### src/rtl/myrecvfromfx2lp_if.sv
// Port bundle for the FX2LP OUT-endpoint receiver: slave-FIFO pins, Avalon-ST source and status.
// master = receiver side, slave = the FX2LP/sink environment driving the other end.
interface myrecvfromfx2lp_if;
    localparam int unsigned FD_W   = 8;
    localparam int unsigned FLAG_W = 3;
    localparam int unsigned ADR_W  = 2;
    localparam int unsigned WORD_W = 32;
    localparam int unsigned CNT_W  = 2;

    logic                enable;
    logic [FD_W-1:0]     fx2lp_fd;
    logic [FLAG_W-1:0]   fx2lp_flag_n;
    logic                fx2lp_slrd_n;
    logic                fx2lp_sloe_n;
    logic [ADR_W-1:0]    fx2lp_fifoadr;
    logic [WORD_W-1:0]   out_data;
    logic                out_valid;
    logic                out_ready;
    logic [CNT_W-1:0]    byte_cnt;
    logic [WORD_W-1:0]   rx_bytes;

    modport master (
        input  enable, fx2lp_fd, fx2lp_flag_n, out_ready,
        output fx2lp_slrd_n, fx2lp_sloe_n, fx2lp_fifoadr,
               out_data, out_valid, byte_cnt, rx_bytes
    );

    modport slave (
        output enable, fx2lp_fd, fx2lp_flag_n, out_ready,
        input  fx2lp_slrd_n, fx2lp_sloe_n, fx2lp_fifoadr,
               out_data, out_valid, byte_cnt, rx_bytes
    );
endinterface

### src/rtl/myrecvfromfx2lp.sv
// Reads bytes from an FX2LP OUT endpoint (synchronous slave FIFO) and packs them
// little-endian into 32-bit words on an Avalon-ST source.
module myrecvfromfx2lp #(
    parameter logic [1:0]  EP_ADDR   = 2'b00,
    parameter int unsigned EMPTY_IDX = 0
) (
    input  logic              clk,
    input  logic              reset,
    myrecvfromfx2lp_if.master bus
);
    localparam int unsigned WORD_W = 32;
    localparam int unsigned SHR_W  = 24;
    localparam logic [1:0]  EMPTY_SEL = 2'(EMPTY_IDX);

    typedef enum logic [2:0] {
        S_IDLE  = 3'd0,
        S_OE    = 3'd1,
        S_CHECK = 3'd2,
        S_READ  = 3'd3,
        S_WAIT  = 3'd4
    } state_e;

    state_e            state_q, state_d;
    logic              sloe_n_q, sloe_n_d;
    logic              slrd_n_q, slrd_n_d;
    logic              empty_q;
    logic [SHR_W-1:0]  shift_q;
    logic [WORD_W-1:0] data_q;
    logic              valid_q;
    logic [1:0]        cnt_q;
    logic [WORD_W-1:0] rx_q;
    logic              stall_c;

    // A fourth byte cannot be accepted while the previous word is still unaccepted.
    assign stall_c = (cnt_q == 2'd3) && valid_q;

    // State, strobes and the registered empty flag.
    always_ff @(posedge clk or posedge reset) begin
        if (reset) begin
            state_q  <= S_IDLE;
            sloe_n_q <= 1'b1;
            slrd_n_q <= 1'b1;
            empty_q  <= 1'b1;
        end else begin
            state_q  <= state_d;
            sloe_n_q <= sloe_n_d;
            slrd_n_q <= slrd_n_d;
            empty_q  <= ~bus.fx2lp_flag_n[EMPTY_SEL];
        end
    end

    always_comb begin
        state_d = state_q;
        case (state_q)
            S_IDLE:  if (bus.enable) state_d = S_OE;
            S_OE:    state_d = S_CHECK;
            S_CHECK: begin
                if (!bus.enable)              state_d = S_IDLE;
                else if (!empty_q && !stall_c) state_d = S_READ;
            end
            S_READ:  state_d = S_WAIT;
            S_WAIT:  state_d = S_CHECK;
            default: state_d = S_IDLE;
        endcase
    end

    // Strobes are decoded from the next state so they are registered alongside it.
    always_comb begin
        sloe_n_d = 1'b0;
        slrd_n_d = 1'b1;
        case (state_d)
            S_IDLE:  sloe_n_d = 1'b1;
            S_READ:  slrd_n_d = 1'b0;
            default: ;
        endcase
    end

    // Byte capture and word assembly; a load overrides a same-edge accept.
    always_ff @(posedge clk or posedge reset) begin
        if (reset) begin
            shift_q <= '0;
            data_q  <= '0;
            valid_q <= 1'b0;
            cnt_q   <= 2'd0;
            rx_q    <= '0;
        end else begin
            if (valid_q && bus.out_ready) valid_q <= 1'b0;
            if (state_q == S_READ) begin
                cnt_q <= cnt_q + 2'd1;
                rx_q  <= rx_q + 32'd1;
                case (cnt_q)
                    2'd0:    shift_q[7:0]   <= bus.fx2lp_fd;
                    2'd1:    shift_q[15:8]  <= bus.fx2lp_fd;
                    2'd2:    shift_q[23:16] <= bus.fx2lp_fd;
                    default: begin
                        data_q  <= {bus.fx2lp_fd, shift_q};
                        valid_q <= 1'b1;
                    end
                endcase
            end
        end
    end

    assign bus.fx2lp_sloe_n  = sloe_n_q;
    assign bus.fx2lp_slrd_n  = slrd_n_q;
    assign bus.fx2lp_fifoadr = EP_ADDR;
    assign bus.out_data      = data_q;
    assign bus.out_valid     = valid_q;
    assign bus.byte_cnt      = cnt_q;
    assign bus.rx_bytes      = rx_q;
endmodule

### src/flat_wrapper.sv
// flat-port wrapper written by rule: the top's interface ports become plain ports
module myrecvfromfx2lp_flat 
#(
    parameter logic [1:0]  EP_ADDR   = 2'b00,
    parameter int unsigned EMPTY_IDX = 0
)
  (clk, reset, bus_enable, bus_fx2lp_fd, bus_fx2lp_flag_n, bus_out_ready, bus_fx2lp_slrd_n, bus_fx2lp_sloe_n, bus_fx2lp_fifoadr, bus_out_data, bus_out_valid, bus_byte_cnt, bus_rx_bytes);
  myrecvfromfx2lp_if bus_i ();
  input  logic clk;
  input  logic reset;
  input wire logic [$bits(bus_i.enable)-1:0] bus_enable;
  input wire logic [$bits(bus_i.fx2lp_fd)-1:0] bus_fx2lp_fd;
  input wire logic [$bits(bus_i.fx2lp_flag_n)-1:0] bus_fx2lp_flag_n;
  input wire logic [$bits(bus_i.out_ready)-1:0] bus_out_ready;
  output wire logic [$bits(bus_i.fx2lp_slrd_n)-1:0] bus_fx2lp_slrd_n;
  output wire logic [$bits(bus_i.fx2lp_sloe_n)-1:0] bus_fx2lp_sloe_n;
  output wire logic [$bits(bus_i.fx2lp_fifoadr)-1:0] bus_fx2lp_fifoadr;
  output wire logic [$bits(bus_i.out_data)-1:0] bus_out_data;
  output wire logic [$bits(bus_i.out_valid)-1:0] bus_out_valid;
  output wire logic [$bits(bus_i.byte_cnt)-1:0] bus_byte_cnt;
  output wire logic [$bits(bus_i.rx_bytes)-1:0] bus_rx_bytes;
  assign bus_i.enable = bus_enable;
  assign bus_i.fx2lp_fd = bus_fx2lp_fd;
  assign bus_i.fx2lp_flag_n = bus_fx2lp_flag_n;
  assign bus_i.out_ready = bus_out_ready;
  assign bus_fx2lp_slrd_n = bus_i.fx2lp_slrd_n;
  assign bus_fx2lp_sloe_n = bus_i.fx2lp_sloe_n;
  assign bus_fx2lp_fifoadr = bus_i.fx2lp_fifoadr;
  assign bus_out_data = bus_i.out_data;
  assign bus_out_valid = bus_i.out_valid;
  assign bus_byte_cnt = bus_i.byte_cnt;
  assign bus_rx_bytes = bus_i.rx_bytes;
  myrecvfromfx2lp #(.EP_ADDR(EP_ADDR), .EMPTY_IDX(EMPTY_IDX)) u_core (.clk(clk), .reset(reset), .bus(bus_i));
endmodule
### config.mk
export PLATFORM = sky130hd
export DESIGN_NAME = myrecvfromfx2lp_flat
export DESIGN_NICKNAME = d
export VERILOG_FILES = /design/src/rtl/myrecvfromfx2lp_if.sv /design/src/rtl/myrecvfromfx2lp.sv /design/src/flat_wrapper.sv
export SDC_FILE = /design/constraint.sdc
export NUM_CORES = 1
export LEC_CHECK = 0
export CORE_MARGIN = 3
export CORE_UTILIZATION = 35
export DETAILED_ROUTE_END_ITERATION = 10
export PLACE_DENSITY = 0.59
export SLEW_MARGIN = 20
export SYNTH_ARGS = -nofsm -noshare
export SYNTH_HDL_FRONTEND = slang
export SYNTH_SLANG_ARGS = --single-unit
### constraint.sdc
create_clock -name clk -period 4.1 [get_ports clk]
set_input_delay 1.025 -clock clk [delete_from_list [all_inputs] [get_ports clk]]
set_output_delay 1.025 -clock clk [all_outputs]
set_load 0.02 [all_outputs]
==> flow_summary.yaml, run 1 <==
synth:
  synth_top_area_share_pct: 59.34
  seq_area_frac_synth_pct: 61.33
  synth_area_sq_um: 3964
  synthCells: 285
  synth.distinct_cells: 34
  ys_warn_count: 0
  synth_seq_cells: 97
  synth_top_area_cell: "dfrtp_1"
  syn_avg_cell_area_sq_um: 13.91
  synth.area.top_cells: "dfrtp_1 (59%), mux2_2 (16%), xor2_1 (4.2%)"
cells_and_area:
  layout_commonest_cell: "dfrtp_1"
  drive_gt1_share_pct: 22.81
  regArea_sq_um: 2431
  fin_util_pct: 47.85
  nets: 393
  mostFrequentLayoutCells: "dfrtp_1 (94), clkdlybuf4s50_1 (81), mux2_2 (57), xor2_1 (19), xnor2_1 (13)"
  areaGrowthSynthToFinish_pct: 32.01
  final_cells: 517
  fillerInstances: 992
  multi_input_area_sq_um: 1441
  n_antenna_cell: 0
clock_network:
  post_cts_buffers: 0
  cts_max_level: 3
  holdBufCountCts: 0
  clk_latency_ns: 0.33
  path_clk_slew_ns: 0.06
  cts_tree: "yes"
  root_buffer: "clkbuf_16"
  cts_resized: 0
  numCtsBuffers: 9
  clock-sinks: 97
  clock_path_buffers: 2
worst_setup_path:
  worst_ep_arrival_time_ns: 1.45
  rr_worst_depth: 5
  worst_setup_path_start_kind: "register"
  cp-end-kind: "output pin"
  crit_cells: 1
  path_cells: "clkdlybuf4s50_1"
  critPathBufInv: 1
  cpLargestDelayFamily: "buffers and inverters"
  reg2reg_slack_ns: 2.03
  worstPathRequired_ns: 3.07
  path_class: "reg -> out"
  cpPeakStageDelay_ns: 0.66
  crit_path_top_delay_cell: "clkdlybuf4s50_1"
  crit_path_max_fanout: 7
floorplanning:
  io_pins: 86
  dieWidth_um: 112.4
  rows: 38
  die-area_sq_um: 12640
  fp.coreArea_sq_um: 10940
  start_util_pct: 36.25
  die_h_um: 112.4
timing:
  relSlewSlack_pct: 48.17
  final-max-slew-violation-count: 0
  finClkSkew_ns: 0.009034
  setup_slack_ns: 1.624
  max_freq_mhz: 403.9
  rsz0062_at_grt: "no"
  setup_viol: 0
  period_needed_ns: 2.476
  tns_ns: 0
  hold_violations: 0
  worst_pin_slew_ns: 0.7774
  holdWs_ns: 0.4646
  finalCritPeriodShare_pct: 60.39
placed_design:
  dp_hpwl_um: 5246
  place_congestion: 0.7223
  dpl.cell_count: 501
  pre_cts_ws_ns: 1.761
  portBuffers: 81
global_route:
  grt_pass1_wl_um: 12850
  grt_pass1_vias: 2475
  grt_start_max_net_pins: 63
  grt_overflow: 0
  antenna_found_initial: 0
  grt_util_all_layers_pct: 12.64
drt:
  dr.pass1.iters: 4
  num_vias: 2446
  post_drt_wl_per_cell_um: 14.96
  via_per_inst: 4.731
  drc: 0
  detail-route-antenna-nets: 0
  drt_iter0_drc: 94
  wirelength_um: 7736
flow_run:
  max_cap_violations: 0
pwr:
  powerDensity_nw_per_um2: 654.5
  p_leak_nw: 2.356
  ir_drop_mv: 0.4148
worst_hold_path:
  hp-class: "reg -> reg"
  min_path_cells: 1
outcome:
  outcome: "completed"
-- power by group --
part	total (mW)	internal (mW)	switching (mW)
logic	1.12	0.615	0.502
registers	1.48	1.29	0.187
clock network	0.830	0.476	0.353
-- stage by stage --
step | instance area (sq um) | power, mW
4_1_cts | 5233 | 3.485
5_1_grt | 5233 | 3.625
2_1_floorplan | 3968 | 2.103
3_5_place_dp | 4937 | 2.638
3_3_place_gp | 4937 | 2.607
6_report | 5233 | 3.425
-- logic make-up (layout without fill, tap and decap cells) --
group                    after synthesis  count (layout)  synth area share, %
AND/OR/NAND/NOR                       65              65                9.911
adder cells (fa/ha/maj)                6               6                1.894
multiplexers                          57              57                16.19
buffers and inverters                 20             111                2.399
flip-flops                            97              97                61.33
other                                  1               2              0.09461
AO/OA/AOI/OAI                          7               7                1.105
XOR/XNOR                              32              32                7.071
-- per-layer routing --
metal	GRT usage, %	vias to the layer above	wire length, um	share of wire [%]
li1	-	1166	-	-
met1	17.19	1228	3598	47
met2	20.14	45	3747	48
met3	2.588	7	300	3.9
met4	4.567	0	90	1.2
met5	0	-	0	0
-- state kept, by name, indices dropped and copies added, names as in the netlist --
| register | flops |
|---|---|
| u_core.bus.out_data | 32 |
| u_core.bus.rx_bytes | 32 |
| u_core.shift_q | 24 |
| u_core.state_q | 3 |
| u_core.bus.byte_cnt | 2 |
| u_core.bus.fx2lp_sloe_n | 1 |
| u_core.bus.fx2lp_slrd_n | 1 |
| u_core.bus.out_valid | 1 |
| u_core.empty_q | 1 |
-- final cells by class --
| class | instances | share of cell area (%) |
|---|---|---|
| flip-flops and latches | 97 | 46.46 |
| inverters | 11 | 0.8369 |
| well taps | 140 | 3.348 |
| repair buffers | 84 | 16.16 |
| multi-input cells | 169 | 27.55 |
| clock buffers | 10 | 4.376 |
| clock inverters | 6 | 1.267 |
-- synthesized netlist by cell type --
cell type / instances
nor3_1: 9
or4_1: 2
xor2_1: 19
nor4_1: 3
nand3_1: 9
dfrtp_1: 94
buf_1: 2
a21o_1: 1
buf_4: 2
buf_6: 1
xnor2_1: 13
and4_2: 1
and3_1: 4
inv_1: 11
a2111oi_0: 1
and4_1: 3
ha_1: 6
buf_2: 4
conb_1: 1
o21a_1: 1
nor3b_2: 1
or2_2: 1
and3b_1: 1
and2_1: 1
nor2_1: 5
nand4_1: 7
nor4_4: 1
nor3_2: 2
nand4_2: 1
nand2_1: 12
dfstp_2: 3
nand2b_1: 2
mux2_2: 57
o21ai_0: 4
-- path summary, 6_finish.rpt --
check	start	endpoint
worst max-delay path	u_core.bus.rx_bytes[8]	bus_rx_bytes[8]
worst min-delay path	u_core.bus.rx_bytes[31]	u_core.bus.rx_bytes[31]
worst max register to register	u_core.bus.rx_bytes[0]	u_core.bus.rx_bytes[20]
worst min register to register	u_core.bus.rx_bytes[31]	u_core.bus.rx_bytes[31]
max in group asynchronous	reset	u_core.bus.fx2lp_sloe_n
min in group asynchronous	reset	u_core.shift_q[16]
Note: power is estimated with default switching activity, not from simulation.
==> run 2, diff against run 1 <==
==> constraint.sdc (replaced) <==
create_clock -name clk -period 2.4 [get_ports clk]
set_input_delay 0.6 -clock clk [delete_from_list [all_inputs] [get_ports clk]]
set_output_delay 0.6 -clock clk [all_outputs]
set_load 0.02 [all_outputs]
==> run 2 against run 1 <==
Compared with the run above:
- clock skew shrank 0.0013 ns
- global-route usage grew 0.054 points
- design area rose by 0.19%
- clock-buffer cell count unchanged
- core utilization up 0.091 points
- highest routed layer unchanged
- final cell count grew 0.19%
- die area unchanged
- sequential share of layout area decreased by 0.089 points
- largest power group unchanged
==> flow_summary.yaml, run 2 (synthesized netlist as in run 1, its figures left out) <==
outcome:
  outcome: "completed"
timing:
  final-max-slew-violation-count: 0
  finalCritPeriodShare_pct: 86.40
  tns_ns: 0
  setup_viol: 0
  holdWs_ns: 0.4772
  relSlewSlack_pct: 63.97
  max_freq_mhz: 482.2
  finClkSkew_ns: 0.007713
  setup_slack_ns: 0.3264
  hold_violations: 0
  worst_pin_slew_ns: 0.5268
  period_needed_ns: 2.074
  rsz0062_at_grt: "no"
worst_setup_path:
  path_cells: "clkdlybuf4s50_1"
  cp-end-kind: "output pin"
  worst_setup_path_start_kind: "register"
  cpLargestDelayFamily: "buffers and inverters"
  cpPeakStageDelay_ns: 0.67
  critPathBufInv: 1
  crit_path_max_fanout: 7
  worstPathRequired_ns: 1.80
  worst_ep_arrival_time_ns: 1.47
  crit_path_top_delay_cell: "clkdlybuf4s50_1"
  path_class: "reg -> out"
cells_and_area:
  fillerInstances: 1012
  layout_commonest_cell: "dfrtp_1"
  mostFrequentLayoutCells: "dfrtp_1 (94), clkdlybuf4s50_1 (81), mux2_2 (57), xor2_1 (19), xnor2_1 (13)"
  drive_gt1_share_pct: 23.02
  n_antenna_cell: 0
  final_cells: 518
  fin_util_pct: 47.94
  nets: 394
  areaGrowthSynthToFinish_pct: 32.26
  design_area_sq_um: 5243
pwr:
  p_leak_nw: 2.347
  powerDensity_nw_per_um2: 1116
  ir_drop_mv: 0.5241
  power_mw: 5.853
placed_design:
  placed_cell_area_sq_um: 4946
  place_congestion: 0.7801
  pre_cts_ws_ns: 0.4028
  dp_hpwl_um: 5075
  dpl.cell_count: 502
  portBuffers: 81
global_route:
  grt_overflow: 0
  grt_util_all_layers_pct: 12.69
  grt_pass1_wl_um: 12950
  antenna_found_initial: 0
  grt_start_max_net_pins: 98
  grt_pass1_vias: 2484
floorplanning:
  dieWidth_um: 112.4
  start_util_pct: 36.25
  io_pins: 86
  die-area_sq_um: 12640
  rows: 38
  die_h_um: 112.4
  fp.coreArea_sq_um: 10940
clock_network:
  root_buffer: "clkbuf_16"
  clock-sinks: 97
  path_clk_slew_ns: 0.07
  post_cts_buffers: 0
  clk_latency_ns: 0.33
  numCtsBuffers: 9
  cts_max_level: 3
  clock_path_buffers: 2
  holdBufCountCts: 0
  cts_tree: "yes"
  cts_resized: 0
drt:
  drt_iter0_drc: 97
  post_drt_wl_per_cell_um: 14.76
  via_per_inst: 4.708
  wirelength_um: 7647
  dr.pass1.iters: 4
  num_vias: 2439
  detail-route-antenna-nets: 0
  drc: 0
flow_run:
  max_cap_violations: 0
worst_hold_path:
  hp-class: "reg -> reg"
[run 2: changes by cell type in the layout (fill, tap and decap cells not counted)]
cell,change
clkinvlp_4,+3
buf_4,+1
clkinv_2,-1
inv_4,-1
inv_6,-1
[run 2: worst paths after layout]
path                                                end  slack (ns)                    start  depth (start not counted)
worst max-delay path                    bus_rx_bytes[8]        0.33   u_core.bus.rx_bytes[8]                          1
worst min-delay path            u_core.bus.rx_bytes[31]        0.48  u_core.bus.rx_bytes[31]                          1
worst max register to register  u_core.bus.rx_bytes[21]        0.44        u_core.state_q[2]                          4
worst min register to register  u_core.bus.rx_bytes[31]        0.48  u_core.bus.rx_bytes[31]                          1
max in group asynchronous                u_core.empty_q        1.23                    reset                          3
min in group asynchronous       u_core.bus.rx_bytes[29]        0.77                    reset                          3
[run 2: layout make-up]
class,count,area [sq um],share of cell area [%]
sequential,97,2431,46.37
multi-input combinational,169,1441,27.49
timing repair buffer,85,853.3,16.28
clock buffer,10,229.0,4.368
tap,140,175.2,3.341
clock inverter,6,67.56,1.289
inverter,11,45.04,0.8592
[run 2: routing by layer]
layer | track usage (%) | wire [um] | share of wire [%]
met1 | 17.72 | 3693 | 48
met2 | 19.15 | 3585 | 47
met3 | 2.749 | 267 | 3.5
met4 | 5.449 | 100 | 1.3
met5 | 0 | 0 | 0
[run 2: where the power goes]
part | internal, mW | switching (mW)
combinational | 1.05 | 0.860
sequential | 2.21 | 0.317
clock | 0.812 | 0.606
total | 4.07 | 1.78
[run 2: worst reg2reg max path: stages, from the launching register on]
cell and delay, ns:
dfrtp_1 0.41, and3b_1 0.48, nand4_2 0.40, nor4_1 0.43
xor2_1 0.18
==> run 3, diff against run 2 <==
--- a/config.mk
+++ b/config.mk
@@ -5,7 +5,7 @@
 export SDC_FILE = /design/constraint.sdc
 export NUM_CORES = 1
 export LEC_CHECK = 0
-export CORE_MARGIN = 3
+export CAP_MARGIN = 0
 export CORE_UTILIZATION = 35
 export DETAILED_ROUTE_END_ITERATION = 10
 export PLACE_DENSITY = 0.59
==> run 3 against run 2 <==
Compared with the run above:
- clock power grew 8%
- first-iteration DRC count grew 13%
- design area grew 0.41%
- worst hold slack gained 0.0065 ns
- clock-buffer cell count is the same
- final cell count shrank 0.19%
- sequential power is essentially flat
- total power grew 2.1%
- combinational power is essentially flat
- fmax grew 0.20%
- via count grew 0.82%
- largest cell class unchanged
==> flow_summary.yaml, run 3 (synthesized netlist as in run 1, its figures left out) <==
global_route:
  antenna_found_initial: 0
  grt_pass1_vias: 2395
  grt_util_all_layers_pct: 14.13
  grt_start_max_net_pins: 98
  grt_pass1_wl_um: 12590
  grt_overflow: 0
drt:
  dr.pass1.iters: 4
  drc: 0
  post_drt_wl_per_cell_um: 15.00
  via_per_inst: 4.756
  num_vias: 2459
  drt_iter0_drc: 110
  detail-route-antenna-nets: 0
  wirelength_um: 7754
clock_network:
  path_clk_slew_ns: 0.06
  cts_tree: "yes"
  post_cts_buffers: 0
  clock-sinks: 97
  cts_max_level: 3
  holdBufCountCts: 0
  root_buffer: "clkbuf_16"
  clock_path_buffers: 2
  cts_resized: 0
  clk_latency_ns: 0.33
  numCtsBuffers: 9
worst_setup_path:
  rr_startpoint: "u_core.state_q[2]"
  worstPathRequired_ns: 1.80
  critPathBufInv: 1
  worst_setup_path_start_kind: "register"
  crit_path_top_delay_cell: "clkdlybuf4s50_1"
  cpLargestDelayFamily: "buffers and inverters"
  cpPeakStageDelay_ns: 0.67
  crit_path_max_fanout: 7
  worst_ep_arrival_time_ns: 1.47
  path_cells: "clkdlybuf4s50_1"
  path_class: "reg -> out"
  cp-end-kind: "output pin"
  crit_path_start: "u_core.bus.rx_bytes[8]"
worst_hold_path:
  min-delay-start: "u_core.bus.rx_bytes[31]"
  hp-class: "reg -> reg"
timing:
  worst_pin_slew_ns: 0.5333
  rsz0062_at_grt: "no"
  hold_violations: 0
  tns_ns: 0
  finalCritPeriodShare_pct: 86.23
  period_needed_ns: 2.069
  final-max-slew-violation-count: 0
  max_freq_mhz: 483.2
  relSlewSlack_pct: 63.53
  setup_viol: 0
  finClkSkew_ns: 0.004803
pwr:
  p_leak_nw: 2.367
  powerDensity_nw_per_um2: 1135
  ir_drop_mv: 0.5085
cells_and_area:
  fillerInstances: 989
  layout_commonest_cell: "dfrtp_1"
  drive_gt1_share_pct: 23.08
  regArea_sq_um: 2431
  areaGrowthSynthToFinish_pct: 32.80
  mostFrequentLayoutCells: "dfrtp_1 (94), clkdlybuf4s50_1 (81), mux2_2 (57), xor2_1 (19), xnor2_1 (13)"
  multi_input_area_sq_um: 1441
  design_area_sq_um: 5264
  nets: 394
  n_antenna_cell: 0
floorplanning:
  rows: 38
  start_util_pct: 36.25
  dieWidth_um: 108.4
  die-area_sq_um: 11750
  fp.coreArea_sq_um: 10940
  io_pins: 86
  die_h_um: 108.4
placed_design:
  dp_hpwl_um: 5112
  place_congestion: 0.7523
  portBuffers: 81
  placed_cell_area_sq_um: 4946
outcome:
  outcome: "completed"
flow_run:
  max_cap_violations: 0
## run 3: area by class of cell
type                       instances  area share, %
timing repair buffer              85          16.21
sequential                        97          46.18
clock buffer                      10          4.540
inverter                          11         0.8557
clock inverter                     5          1.498
tap                              140          3.328
multi-input combinational        169          27.38
## run 3: through the flow
step / std cells / hold slack (ns) / total power [mW] / util (%) / setup slack [ns]
floorplan: 286 / 0.4749 / 3.593 / - / 0.6231
global placement: 502 / 0.4711 / 4.444 / 45.23 / 0.4512
detailed placement: 502 / 0.4755 / 4.511 / 45.23 / 0.4537
CTS: 517 / 0.4852 / 6.060 / 48.14 / 0.3099
global route: 517 / 0.5087 / 6.292 / 48.14 / 0.2703
finish: 517 / 0.4837 / 5.973 / 48.14 / 0.3305
## run 3: path summary, 6_finish.rpt
kind / end / slack, ns / cells after the start
max in group asynchronous: u_core.bus.fx2lp_sloe_n / 1.23 / 3
min in group asynchronous: u_core.bus.rx_bytes[28] / 0.74 / 3
max: bus_rx_bytes[8] / 0.33 / 1
min: u_core.bus.rx_bytes[31] / 0.48 / 1
max reg2reg: u_core.bus.rx_bytes[21] / 0.42 / 4
min reg2reg: u_core.bus.rx_bytes[31] / 0.48 / 1
## run 3: where the power goes
group	switching [mW]	internal (mW)	total [mW]	leakage [nW]
sequential	0.315	2.21	2.52	1.24
combinational	0.874	1.05	1.93	0.971
clock	0.589	0.936	1.53	0.159
total	1.78	4.20	5.97	2.37
## run 3: routing by layer
layer	up-vias	track usage, %	wire length, um	part of all wire [%]
met4	0	6.950	119	1.5
li1	1167	-	-	-
met1	1239	20.20	3705	48
met5	-	0	0	0
met3	9	2.049	213	2.7
met2	44	20.89	3716	48
